### config.mk
export PLATFORM = sky130hd
export DESIGN_NAME = fetch_stage
export DESIGN_NICKNAME = d
export VERILOG_FILES = /design/src/rtl/fetch_stage.sv
export SDC_FILE = /design/constraint.sdc
export NUM_CORES = 1
export LEC_CHECK = 0
export CAP_MARGIN = 15
export CORE_MARGIN = 2
export CORE_UTILIZATION = 40
export DETAILED_ROUTE_END_ITERATION = 8
export DONT_BUFFER_PORTS = 1
export PLACE_DENSITY = 0.58
export SYNTH_ARGS = -nofsm -noshare
export SYNTH_HDL_FRONTEND = slang
export SYNTH_SLANG_ARGS = --single-unit
### constraint.sdc
create_clock -name clk -period 1.9 [get_ports clk]
set_input_delay 0 -clock clk [delete_from_list [all_inputs] [get_ports clk]]
set_output_delay 0 -clock clk [all_outputs]
set_load 0.03 [all_outputs]
### src/rtl/fetch_stage.sv
// rtl/fetch_stage.sv - instruction fetch stage: PC, one/two-word assembly, IF/ID register, interrupt latch
//
// Purpose:
//   Owns the program counter and reads 16-bit words from an asynchronous
//   instruction memory. Assembles one-word instructions, or two-word
//   instructions (opcode + 16-bit immediate), into the IF/ID pipeline
//   register. Applies jump, flush and stall from the later stages. Latches
//   external interrupt requests until decode acknowledges them.
//
// Ports:
//   clk              in   rising-edge clock
//   reset            in   synchronous, active-high reset
//   imem_addr        out  word address to instruction memory (= PC)
//   imem_data        in   word at imem_addr, valid in the same cycle
//   stall            in   freeze PC, FSM, hold registers and IF/ID
//   flush            in   clear IF/ID, restart the current instruction fetch
//   jump_taken       in   redirect PC to jump_target
//   jump_target      in   redirect address
//   interrupt_signal in   external interrupt request
//   int_ack          in   decode has accepted the interrupt
//   int_pending      out  latched interrupt request
//   if_id_instr      out  opcode word
//   if_id_imm        out  immediate word (0 for one-word instructions)
//   if_id_pc         out  address of the opcode word
//   if_id_next_pc    out  address after the last word of the instruction
//   if_id_valid      out  IF/ID holds a real instruction

module fetch_stage #(
    parameter int unsigned ADDR_W   = 32,
    parameter int unsigned INSTR_W  = 16,
    parameter logic [ADDR_W-1:0] RESET_PC = 32
) (
    input  logic               clk,
    input  logic               reset,
    output logic [ADDR_W-1:0]  imem_addr,
    input  logic [INSTR_W-1:0] imem_data,
    input  logic               stall,
    input  logic               flush,
    input  logic               jump_taken,
    input  logic [ADDR_W-1:0]  jump_target,
    input  logic               interrupt_signal,
    input  logic               int_ack,
    output logic               int_pending,
    output logic [INSTR_W-1:0] if_id_instr,
    output logic [INSTR_W-1:0] if_id_imm,
    output logic [ADDR_W-1:0]  if_id_pc,
    output logic [ADDR_W-1:0]  if_id_next_pc,
    output logic               if_id_valid
);

    typedef enum logic {
        FETCH_OP  = 1'b0,
        FETCH_IMM = 1'b1
    } state_t;

    state_t             state_q, state_d;
    logic [ADDR_W-1:0]  pc_q, pc_d;
    logic [INSTR_W-1:0] hold_op_q, hold_op_d;
    logic [ADDR_W-1:0]  hold_pc_q, hold_pc_d;
    logic [INSTR_W-1:0] instr_q, instr_d;
    logic [INSTR_W-1:0] imm_q, imm_d;
    logic [ADDR_W-1:0]  id_pc_q, id_pc_d;
    logic [ADDR_W-1:0]  id_next_pc_q, id_next_pc_d;
    logic               valid_q, valid_d;
    logic               int_pending_q, int_pending_d;

    logic               is_two_word;
    logic [ADDR_W-1:0]  pc_plus1;

    // Opcodes 011x_xxxx_xxxx_xxxx carry a trailing 16-bit immediate word.
    assign is_two_word = (imem_data[INSTR_W-1:INSTR_W-3] == 3'b011);
    // Natural wrap modulo 2^ADDR_W.
    assign pc_plus1    = pc_q + 1'b1;

    always_ff @(posedge clk) begin
        if (reset) begin
            state_q       <= FETCH_OP;
            pc_q          <= RESET_PC;
            hold_op_q     <= '0;
            hold_pc_q     <= '0;
            instr_q       <= '0;
            imm_q         <= '0;
            id_pc_q       <= '0;
            id_next_pc_q  <= '0;
            valid_q       <= 1'b0;
            int_pending_q <= 1'b0;
        end else begin
            state_q       <= state_d;
            pc_q          <= pc_d;
            hold_op_q     <= hold_op_d;
            hold_pc_q     <= hold_pc_d;
            instr_q       <= instr_d;
            imm_q         <= imm_d;
            id_pc_q       <= id_pc_d;
            id_next_pc_q  <= id_next_pc_d;
            valid_q       <= valid_d;
            int_pending_q <= int_pending_d;
        end
    end

    always_comb begin
        state_d      = state_q;
        pc_d         = pc_q;
        hold_op_d    = hold_op_q;
        hold_pc_d    = hold_pc_q;
        instr_d      = instr_q;
        imm_d        = imm_q;
        id_pc_d      = id_pc_q;
        id_next_pc_d = id_next_pc_q;
        valid_d      = valid_q;

        if (jump_taken) begin
            // Any half-assembled two-word instruction is abandoned; the hold
            // registers are simply never consumed because the FSM restarts.
            pc_d         = jump_target;
            state_d      = FETCH_OP;
            instr_d      = '0;
            imm_d        = '0;
            id_pc_d      = '0;
            id_next_pc_d = '0;
            valid_d      = 1'b0;
        end else if (flush) begin
            instr_d      = '0;
            imm_d        = '0;
            id_pc_d      = '0;
            id_next_pc_d = '0;
            valid_d      = 1'b0;
            // Mid two-word fetch: rewind to the opcode so it is read again.
            if (state_q == FETCH_IMM) begin
                pc_d    = hold_pc_q;
                state_d = FETCH_OP;
            end
        end else if (!stall) begin
            unique case (state_q)
                FETCH_OP: begin
                    pc_d = pc_plus1;
                    if (is_two_word) begin
                        hold_op_d    = imem_data;
                        hold_pc_d    = pc_q;
                        state_d      = FETCH_IMM;
                        // Bubble while the immediate word is fetched.
                        instr_d      = '0;
                        imm_d        = '0;
                        id_pc_d      = '0;
                        id_next_pc_d = '0;
                        valid_d      = 1'b0;
                    end else begin
                        instr_d      = imem_data;
                        imm_d        = '0;
                        id_pc_d      = pc_q;
                        id_next_pc_d = pc_plus1;
                        valid_d      = 1'b1;
                    end
                end
                FETCH_IMM: begin
                    pc_d         = pc_plus1;
                    state_d      = FETCH_OP;
                    instr_d      = hold_op_q;
                    imm_d        = imem_data;
                    id_pc_d      = hold_pc_q;
                    id_next_pc_d = pc_plus1;
                    valid_d      = 1'b1;
                end
                default: begin
                    state_d = FETCH_OP;
                end
            endcase
        end
    end

    // A request arriving in the same cycle as an ack wins, so it is not lost.
    always_comb begin
        int_pending_d = interrupt_signal | (int_pending_q & ~int_ack);
    end

    assign imem_addr     = pc_q;
    assign int_pending   = int_pending_q;
    assign if_id_instr   = instr_q;
    assign if_id_imm     = imm_q;
    assign if_id_pc      = id_pc_q;
    assign if_id_next_pc = id_next_pc_q;
    assign if_id_valid   = valid_q;

endmodule

# Word level (Yosys, flattened, before mapping)
# Index checks and enable logic that the tools add are counted.
[totals]
register_bits = 179
latch_bits = 0
ramBits = 0
mem_bits_ro = 0
inputBits = 55
out_inout_bits = 130
wordCells = 39
n_memories = 0
[classes]
add_sub_neg = 1
mul = 0
div_mod_pow = 0
n_lt_le_gt_ge = 0
n_eq_ne = 3
shifts = 0
mux = 15
n_bitwise = 7
n_reduce_logical = 3
[op_table]
columns = ["operator", "count"]
rows = [
  ["$mux 32", 6],
  ["$pmux 32 s2", 2],
  ["$pmux 16 s2", 2],
  ["$add 32x1->32 const B", 1],
  ["$mux 16", 1],
  ["$ne 3x1->1 const B", 2],
  ["$not 1->1", 5],
  ["$reduce_and 5->1", 1],
  ["$pmux 1 s2", 2],
  ["$eq 3x2->1 const B", 1],
  ["$reduce_or 3->1", 1],
  ["$mux 1", 2],
  ["$reduce_and 2->1", 1],
  ["$and 1x1->1", 1],
  ["$or 1x1->1", 1],
]

# Longest topological paths before layout
# Gate-level depths: netlist of run 1.
[depth]
depth_word = 4
ltp_mapped = 8
depth_no_buf = 6

# Worst setup path after synthesis of run 1
# OpenSTA, ideal clock, no wires.
[synth_timing]
kind = "flip-flop to flip-flop"
from = "reg pc_q[8] (netlist: imem_addr[8])"
to = "reg pc_q[19] (netlist: imem_addr[19])"
setup_ns = 0.138
t_arrival_ns = 2.100
required_ns = 1.762
slack_ns = -0.338
path_stages_with_launch = 8
path_buffers = 2
synth_period_minus_slack_ns = 2.238
path_cell_list = "dfxtp_1 buf_2 nand4_2 or4_1 buf_2 o21a_1 a2111oi_1 a2111oi_1"
[synth_between]
elab_chain_len = 4
[synth_lines]
columns = ["element", "line", "text"]
rows = [
  ["start, declared", "57", "logic [ADDR_W-1:0] pc_q, pc_d;"],
  ["start signal, assigned", "89", "pc_q <= pc_d;"],
  ["$add 32x1->32", "73", "assign pc_plus1 = pc_q + 1'b1;"],
  ["$mux 32", "133", "end else if (!stall) begin"],
  ["$mux 32", "122", "end else if (flush) begin"],
  ["$mux 32", "112", "if (jump_taken) begin"],
]
# No other way between the ends. The select of a mux whose other input is x is not followed.
# A chain may end at the register's enable or synchronous reset.

# Final worst setup path of run 1
[layout_timing]
from = "in reset"
to = "reg imm_q[13] (netlist: if_id_imm[13])"
[layout_between]
elab_chain_len = 1
[layout_lines]
columns = ["element", "line", "text"]
rows = [
  ["start, declared", "34", "input logic reset,"],
  ["$reduce_or 3->1 (no line)", "n/a", ""],
  ["end signal, assigned", "93", "imm_q <= imm_d;"],
  ["end, declared", "61", "logic [INSTR_W-1:0] imm_q, imm_d;"],
]
# No other way between the ends.

==> impl_metrics.json, run 1 <==
{
  "yosysWarningCount": 0,
  "hold_class": "primary input to flop",
  "worstPathArrival_ns": 2.22,
  "drv_slew": 0,
  "powerDensity_nw_per_um2": 857,
  "seq_area_frac_synth_pct": 44.3,
  "ctsRootBufferMaster": "clkbuf_16",
  "slew-limit-headroom_pct": 54.2,
  "period_needed_ns": 1.85,
  "place_area_um2": 8690,
  "reg2reg_from": "imem_addr[0]",
  "diodes": 0,
  "pin_count": 185,
  "port_buffers": 0,
  "synth_area_leaders": "dfxtp_1 (44%), nand2_1 (7.5%), a221oi_1 (5.7%), a21oi_1 (5.5%), nor2_1 (5.0%)",
  "ys_seq_elements": 179,
  "cts_tree": "done",
  "pwr-share-seq_pct": 46.1,
  "pwr-share-clk_pct": 41.5,
  "skew_ns": 0.00948,
  "row_count": 52,
  "grt_usage_pct": 26.0,
  "grt_pass1_wl_mm": 43.9,
  "regArea_um2": 3640,
  "drt_iter0_markers": 756,
  "rsz0062_at_grt": "yes",
  "slowest_stage": "dlygate4sd3_1",
  "crit_top_cell": "dlygate4sd3_1",
  "insertion_delay_ns": 0.43,
  "die_area_um2": 21400,
  "vias_per_cell": 5.78,
  "synth_edf_count": 0,
  "cts_buffers": 17,
  "overflow": 0,
  "critPathMaxFanout": 50,
  "vias": 7859,
  "grt_max_degree": 84,
  "totalWireLength_mm": 28.4,
  "peakVddDrop_mv": 0.502,
  "worst_setup_path_end_kind": "flop",
  "final_util_pct": 50.2,
  "cts_sinks": 179,
  "multi_input_area_um2": 4080,
  "ant_nets": 0,
  "postSynthCellCount": 1022,
  "antenna_found_initial": 0,
  "grt_pass1_vias": 7507,
  "pre_cts_ws_ns": 0.0195,
  "min_path_cells": 3,
  "syn-cell-area_um2": 8100,
  "cp_cell_sequence": "dlygate4sd3_1 -> or3_2 -> buf_6 -> a21oi_1 -> dlygate4sd3_1",
  "setup_slack_ns": 0.0529,
  "leakage_nw": 3.51,
  "area.growth.synth_to_final_pct": 24.2,
  "gp_congestion": 0.863,
  "reg2reg_depth": 8,
  "fmax_ghz": 0.541,
  "clk_path_buf_depth": 2,
  "post-dp-hpwl_mm": 18.1,
  "r2r-end": "imem_addr[24]",
  "status": "finished clean",
  "dieHeight_um": 146,
  "critPathTopFamily": "buffers and inverters",
  "regToRegSetupSlack_ns": 0.06,
  "tightest_slew_ns": 0.686,
  "holdPathEnd": "imem_addr[4]",
  "finalInstanceArea_um2": 10100,
  "p_switching_mw": 2.60,
  "layout_commonest_cell": "nand2_1",
  "setup_violations": 0,
  "synth_top_area_share_pct": 44.3,
  "design.core.area_um2": 20000,
  "path_clk_slew_ns": 0.07,
  "final_net_count": 1132,
  "cpPeakStageDelay_ns": 0.68,
  "min_from": "flush",
  "switching_share_pct": 30.1,
  "drive_gt1_share_pct": 14.3,
  "p_int_mw": 6.03,
  "synth_ff_type": "dfxtp_1",
  "hold_viol": 0,
  "crit_required_ns": 2.28,
  "route.detailed.drc": 0,
  "cts_max_level": 4,
  "worstSetupStartpointType": "primary input",
  "async_flop_share_pct": 0,
  "drt-pass1-iter-count": 5,
  "die_x_um": 146,
  "min_period_over_period_pct": 97.2,
  "crit_type": "primary input to flop",
  "syn-num-nets": 1078,
  "holdWs_ns": 0.0116,
  "wl_per_cell_um": 20.9,
  "cts_setup_buffers": 0,
  "synth.distinct_cells": 57,
  "num-fill-cells": 1964,
  "yosys.area.top_type": "dfxtp_1",
  "tns_ns": 0,
  "power_frac_comb_pct": 12.4,
  "avgSynthCellArea_um2": 7.92,
  "mostFrequentLayoutCells": "nand2_1 (160), dfxtp_1 (159), nor2_1 (105), a21oi_1 (88), buf_4 (70)",
  "initial_utilization_pct": 40.4,
  "timing.critical_path.buf_inv": 3,
  "maxCapViolCount": 0
}
-- per-stage QoR --
step	power (mW)	std cells
after floorplan	4.71	1022
after CTS	8.65	1359
after global routing	8.92	1359
after global placement	4.87	1261
after detailed placement	4.88	1261
final	8.62	1359
-- timing repair --
action / 4_1_cts / 5_1_grt
hold buffers: 66 / 0
gates resized for setup: 1 / 11
endpoints found under the setup margin: 1 / 20
hold endpoints to repair: 158 / 0
pin swaps: 0 / 2
-- logic make-up after synthesis --
family | Yosys count | synth area share, %
xor gates and xnor gates | 28 | 3.03
AOI/OAI and AO/OA | 253 | 20.9
and+or+nand+nor | 430 | 24.4
buffers and inverters | 124 | 6.35
adders and majority gates | 1 | 0.155
DFF | 179 | 44.3
muxes | 7 | 0.865
-- worst max path at each step --
stage | from | depth (start not counted) | to
3_3_place_gp | imem_addr[0] | 7 | imem_addr[28]
2_1_floorplan | imem_addr[10] | 7 | imem_addr[19]
4_1_cts | imem_addr[0] | 7 | imem_addr[28]
3_5_place_dp | imem_addr[0] | 8 | if_id_next_pc[24]
5_1_grt | imem_addr[11] | 5 | imem_addr[31]
6_report | reset | 5 | if_id_imm[13]
-- area by class of cell --
class / instances / share of cell area [%]
timing repair buffer: 141 / 13.2
sequential: 179 / 36.2
clock buffer: 17 / 4.23
inverter: 18 / 0.672
tap: 270 / 3.36
multi-input combinational: 719 / 40.5
clock inverter: 15 / 1.78
-- sequential cells by signal, indices dropped and copies added, names as in the netlist --
register and count:
if_id_next_pc 32, hold_pc_q 32, imem_addr 32, hold_op_q 16, if_id_imm 16, state_q 1, if_id_valid 1, if_id_pc 32
if_id_instr 16, int_pending 1
-- routing by layer --
layer | GRT usage (%) | vias to the layer above | share of wire, %
met4 | 6.65 | 0 | 1.4
met2 | 40.0 | 340 | 46
met1 | 36.0 | 3743 | 44
met5 | 0 | - | 0
li1 | - | 3741 | -
met3 | 7.47 | 35 | 9.1
-- cell usage after synthesis (all sizes together) (4+ instances only) --
cell type  number
a211oi          8
a21oi          89
a221oi         53
a22oi          17
a311oi          6
and2            5
and3            8
and4            7
buf            30
clkbuf         76
dfxtp         179
inv            18
mux2i           7
nand2         161
nand3          18
nand4          16
nor2          108
nor2b          11
nor3           68
nor3b           4
nor4            8
o21ai          39
o31ai           7
o32ai           4
or2             4
or3             7
xnor2          20
xor2            8
-- power by group through the flow --
stage | logic, mW | registers, mW | clock network [mW]
5_1_grt | 1.15 | 3.98 | 3.79
4_1_cts | 1.05 | 3.97 | 3.62
2_1_floorplan | 0.570 | 4.14 | 0
6_report | 1.07 | 3.97 | 3.58
3_5_place_dp | 0.818 | 4.06 | 0
3_3_place_gp | 0.816 | 4.06 | 0
-- worst min-delay path, stage by stage --
cell and delay (ns):
o21ai_0 0.14, a221oi_1 0.08, nor3_1 0.16
No activity file was read; power rests on OpenSTA's default activity.
==> run 2, diff against run 1 <==
--- a/config.mk
+++ b/config.mk
@@ -5,12 +5,13 @@
 export SDC_FILE = /design/constraint.sdc
 export NUM_CORES = 1
 export LEC_CHECK = 0
+export ABC_AREA = 1
 export CAP_MARGIN = 15
 export CORE_MARGIN = 2
-export CORE_UTILIZATION = 40
+export CORE_UTILIZATION = 35
 export DETAILED_ROUTE_END_ITERATION = 8
 export DONT_BUFFER_PORTS = 1
-export PLACE_DENSITY = 0.58
+export PLACE_DENSITY = 0.53
 export SYNTH_ARGS = -nofsm -noshare
 export SYNTH_HDL_FRONTEND = slang
 export SYNTH_SLANG_ARGS = --single-unit
==> impl_metrics.json, run 2 <==
{
  "synthXorXnorAreaFrac_pct": 1.18,
  "wl_met1_mm": 12.7,
  "holdPathEnd": "imem_addr[29]",
  "synth_commonest_cells": "nand2_1 (267), dfxtp_1 (179), a21oi_1 (162)",
  "r2r-end": "state_q",
  "layout_commonest_cell": "nand2_1",
  "port_buffers": 0,
  "cts_tree": "done",
  "critPathTopFamily": "buffers and inverters",
  "area.growth.synth_to_final_pct": 22.3,
  "p_total_mw": 8.80,
  "maxCapViolCount": 0,
  "insertion_delay_ns": 0.44,
  "grt_max_degree": 97,
  "finalInstanceArea_um2": 9960,
  "overflow": 0,
  "switching_share_pct": 29.0,
  "seq_area_frac_synth_pct": 44.0,
  "cts_sinks": 179,
  "rsz0062_at_grt": "no",
  "dieHeight_um": 157,
  "maxUsedRoutingLayer": "met4",
  "syn-num-nets": 1186,
  "status": "finished clean",
  "final_net_count": 1253,
  "tightest_slew_ns": 0.834,
  "mostFrequentLayoutCells": "nand2_1 (266), dfxtp_1 (179), a21oi_1 (162), nor2_1 (94), o21ai_0 (87)",
  "period_needed_ns": 1.78,
  "worst_setup_path_end_kind": "flop",
  "avgSynthCellArea_um2": 7.20,
  "synth_area_leaders": "dfxtp_1 (44%), nand2_1 (12%), a21oi_1 (10%), o21ai_0 (5.3%), nor2_1 (4.3%)",
  "drt-pass1-iter-count": 5,
  "pwr-share-seq_pct": 45.4,
  "synth_edf_count": 0,
  "setup_violations": 0,
  "cpPeakStageDelay_ns": 0.57,
  "gp_congestion": 0.835,
  "synth.distinct_cells": 39,
  "synth_ff_type": "dfxtp_1",
  "die_area_um2": 24500,
  "clk_path_buf_depth": 2,
  "crit_required_ns": 2.28,
  "slowest_stage": "dlygate4sd3_1",
  "ant_nets": 0,
  "peakVddDrop_mv": 0.455,
  "p_switching_mw": 2.55,
  "min_from": "jump_taken",
  "row_count": 55,
  "worst-path-stages": 5,
  "synth.area.mux_share_pct": 0,
  "die_x_um": 157,
  "reg2reg_from": "state_q",
  "totalWireLength_mm": 28.3,
  "drive_gt1_share_pct": 10.2,
  "reg2reg_depth": 5,
  "place_area_um2": 8540,
  "critPathMaxFanout": 18,
  "route.met2.wl_mm": 12.9,
  "pwr-share-clk_pct": 42.1,
  "wl_per_cell_um": 18.9,
  "cts_buffers": 17,
  "path_clk_slew_ns": 0.07,
  "p_int_mw": 6.24,
  "cts_max_level": 4,
  "skew_ns": 0.0137,
  "route.detailed.drc": 0,
  "postSynthCellCount": 1130,
  "timing.critical_path.buf_inv": 3,
  "hold_viol": 0,
  "leakage_nw": 3.55,
  "design.core.area_um2": 22700,
  "cts_setup_buffers": 0,
  "synth_top_area_share_pct": 44.0,
  "synth_top_family_by_area": "simple AND/OR/NAND/NOR gates",
  "tns_ns": 0,
  "grt_pass1_wl_mm": 43.7,
  "worstPathArrival_ns": 2.16,
  "worstSetupStartpointType": "flop",
  "yosysWarningCount": 0,
  "vias_per_cell": 5.24,
  "initial_utilization_pct": 35.9,
  "synthMostInstantiatedCell": "nand2_1",
  "async_flop_share_pct": 0,
  "power_frac_comb_pct": 12.5,
  "post-dp-hpwl_mm": 17.8,
  "antenna_found_initial": 1,
  "yosys.area_share.simple_pct": 25.0,
  "synth_compound_area_share_pct": 21.4,
  "hold_class": "primary input to flop",
  "min_path_cells": 3,
  "ys_seq_elements": 179,
  "crit_type": "flop to flop",
  "yosys.area.top_type": "dfxtp_1",
  "grt_pass1_vias": 7517,
  "route.met3.wl_mm": 2.29,
  "vias": 7845,
  "final_util_pct": 43.8,
  "synth_fa_ha_area_share_pct": 0.154,
  "slew-limit-headroom_pct": 44.4,
  "num-fill-cells": 2335,
  "syn-cell-area_um2": 8140,
  "min_period_over_period_pct": 93.7,
  "regToRegSetupSlack_ns": 0.12,
  "drv_slew": 0,
  "drt_iter0_markers": 663,
  "cp-startpoint": "state_q",
  "grt_usage_pct": 23.1,
  "ctsRootBufferMaster": "clkbuf_16",
  "pin_count": 185,
  "cp_cell_sequence": "o21ai_4 -> inv_1 -> buf_4 -> a211oi_1 -> dlygate4sd3_1",
  "powerDensity_nw_per_um2": 883,
  "fmax_ghz": 0.561
}
## run 2: cell types whose count changed in the layout (fill, tap and decap cells not counted), sizes merged, moves of 19 or more
cell | previous run | this run
buf | 79 | 50
a221oi | 53 | 24
inv | 26 | 89
nand3 | 18 | 54
nor3 | 68 | 25
a31oi | 1 | 25
o21ai | 39 | 97
a21oi | 89 | 167
nand2 | 161 | 274
xnor2 | 20 | 1
## run 2: metrics by stage
step | setup slack, ns | std cells | hold slack [ns]
after CTS | 0.0593 | 1495 | 0.0211
after global routing | 0.0374 | 1496 | 0.0284
final | 0.119 | 1496 | 0.0267
after global placement | 0.252 | 1387 | 0.0743
after detailed placement | 0.229 | 1387 | 0.0768
after floorplan | 0.113 | 1130 | 0.0724
## run 2: worst max path at each step
stage / to / slack, ns
after global routing: if_id_imm[2] / 0.04
after CTS: state_q / 0.06
after detailed placement: imem_addr[12] / 0.23
final: state_q / 0.12
after global placement: imem_addr[12] / 0.25
after floorplan: imem_addr[12] / 0.11
## run 2: power groups by stage
| stage | sequential (mW) | clock (mW) | combinational, mW |
|---|---|---|---|
| 3_5_place_dp | 4.08 | 0 | 0.887 |
| 3_3_place_gp | 4.08 | 0 | 0.887 |
| 2_1_floorplan | 4.19 | 0 | 0.536 |
| 6_report | 3.99 | 3.71 | 1.10 |
| 5_1_grt | 4.00 | 3.96 | 1.20 |
| 4_1_cts | 3.99 | 3.79 | 1.10 |
## run 2: per-layer routing
metal | GRT usage (%) | vias to the layer above
li1 | - | 3900
met1 | 29.9 | 3674
met2 | 37.1 | 247
met3 | 7.67 | 24
met4 | 6.07 | 0
met5 | 0 | -
## run 2: cell type report
cell class              instances  area, um^2  share of cell area, %
well taps                     285         357                   3.58
multi-input cells             795        3910                   39.3
flip-flops and latches        179        3580                   36.0
inverters                      81         304                   3.05
repair buffers                123        1200                   12.0
clock inverters                14         165                   1.66
diodes                          1        2.50                 0.0251
clock buffers                  18         439                   4.41
## run 2: worst register-to-register path: cells and delay by family (launching register included)
family          cells  cell delay, ns
compound gates      2            0.48
buf+inv             3            0.91
flops               1            0.34
## run 2: logic make-up (layout without fill, tap and decap cells)
family,count (synthesis),after routing
simple gates,466,466
compound gates,317,317
xor+xnor,11,11
flops,179,179
fa+ha+maj,1,1
buf+inv,156,236
other cells,0,1
## run 2: timing repair
action	CTS	global route
endpoints found under the setup margin	0	1
gates resized for setup	0	1
hold buffers	76	0
endpoints found under the hold margin	147	0
==> run 3, diff against run 2 <==
--- a/config.mk
+++ b/config.mk
@@ -12,6 +12,7 @@
 export DETAILED_ROUTE_END_ITERATION = 8
 export DONT_BUFFER_PORTS = 1
 export PLACE_DENSITY = 0.53
+export REMOVE_ABC_BUFFERS = 1
 export SYNTH_ARGS = -nofsm -noshare
 export SYNTH_HDL_FRONTEND = slang
 export SYNTH_SLANG_ARGS = --single-unit
==> impl_metrics.json, run 3 (synthesis results as in run 2) <==
{
  "totalWireLength_mm": 27.9,
  "pin_count": 185,
  "hold_viol": 21,
  "cts_max_level": 4,
  "holdWs_ns": -0.0804,
  "final_util_pct": 44.8,
  "skew_ns": 0.0132,
  "grt_usage_pct": 22.6,
  "worst_setup_path_end_kind": "flop",
  "drt-pass1-iter-count": 5,
  "area.growth.synth_to_final_pct": 25.1,
  "cts_sinks": 179,
  "p_total_mw": 9.15,
  "insertion_delay_ns": 0.44,
  "maxCapViolCount": 0,
  "final_net_count": 1266,
  "vias": 7864,
  "diodes": 0,
  "antenna_found_initial": 0,
  "port_buffers": 0,
  "worstSetupStartpointType": "flop",
  "worstPathArrival_ns": 2.17,
  "min_period_over_period_pct": 94.7,
  "grt_pass1_wl_mm": 42.9,
  "crit_type": "flop to flop",
  "status": "finished with violations",
  "cts_buffers": 17,
  "path_clk_slew_ns": 0.07,
  "regToRegSetupSlack_ns": 0.10,
  "grt_pass1_vias": 7480,
  "cts_setup_buffers": 0,
  "drt_iter0_markers": 495,
  "drv_slew": 0,
  "dieHeight_um": 157,
  "clk_path_buf_depth": 2,
  "gp_congestion": 0.862,
  "ant_nets": 0,
  "failed_checks": "negative hold slack",
  "crit_required_ns": 2.28,
  "initial_utilization_pct": 35.9,
  "die_x_um": 157,
  "leakage_nw": 3.68,
  "row_count": 55,
  "cts_tree": "done",
  "overflow": 0,
  "layout_commonest_cell": "nand2_1",
  "setup_violations": 0,
  "drive_gt1_share_pct": 10.9,
  "ctsRootBufferMaster": "clkbuf_16",
  "powerDensity_nw_per_um2": 898,
  "period_needed_ns": 1.80,
  "critPathMaxFanout": 2,
  "grt_max_degree": 96,
  "die_area_um2": 24500,
  "place_area_um2": 8640,
  "vias_per_cell": 5.21,
  "mostFrequentLayoutCells": "nand2_1 (266), dfxtp_1 (177), a21oi_1 (162), nor2_1 (94), o21ai_0 (87)",
  "fmax_ghz": 0.556,
  "tns_ns": 0,
  "slew-limit-headroom_pct": 71.2,
  "wl_per_cell_um": 18.5,
  "finalInstanceArea_um2": 10200,
  "hold_class": "primary input to flop",
  "post-dp-hpwl_mm": 18.1,
  "design.core.area_um2": 22700,
  "peakVddDrop_mv": 0.443,
  "tightest_slew_ns": 0.432,
  "route.detailed.drc": 0,
  "rsz0062_at_grt": "no"
}
-- run 3: path summary, 6_finish.rpt --
| path | startpoint | endpoint | cells past startpoint |
|---|---|---|---|
| setup reg to reg | if_id_imm[2] | if_id_imm[2] | 4 |
| hold / removal | flush | if_id_imm[15] | 3 |
| setup / recovery | if_id_imm[2] | if_id_imm[2] | 4 |
| hold reg to reg | hold_op_q[15] | hold_op_q[15] | 2 |
-- run 3: power by group --
part           switching (mW)  internal, mW
registers               0.143          3.85
logic                   0.733         0.396
clock network            1.63          2.40
-- run 3: timing repair --
item                                    CTS  global route
hold buffers                             75             5
endpoints found under the hold margin   148            26
gates resized for setup                   0             3
endpoints found under the setup margin    0             3
-- run 3: metal layers --
metal | wire (um) | up-vias | share of wire, % | GRT usage, %
met5 | 0 | - | 0 | 0
met4 | 348 | 0 | 1.2 | 5.55
met3 | 2100 | 23 | 7.5 | 6.84
met2 | 13100 | 223 | 47 | 37.4
met1 | 12400 | 3694 | 44 | 28.7
li1 | - | 3924 | - | -
-- run 3: area by class of cell --
class | instances | area (um^2)
clock inverters | 13 | 218
well taps | 285 | 357
multi-input cells | 795 | 3920
inverters | 81 | 304
clock buffers | 19 | 443
fillers | 2319 | 12500
repair buffers | 136 | 1360
flip-flops and latches | 179 | 3590
-- run 3: stage by stage --
stage,cells,setup WS [ns]
after global placement,1395,0.280
after global routing,1508,0.0214
after detailed placement,1395,0.258
final,1508,0.100
after floorplan,1055,-1.20
after CTS,1502,0.0146
-- run 3: critical path, stage by stage, from the launching register on --
cell	delay, ns
dfxtp_2	0.43
nand2_1	0.07
dlygate4sd3_1	0.55
a21oi_1	0.13
dlygate4sd3_1	0.56
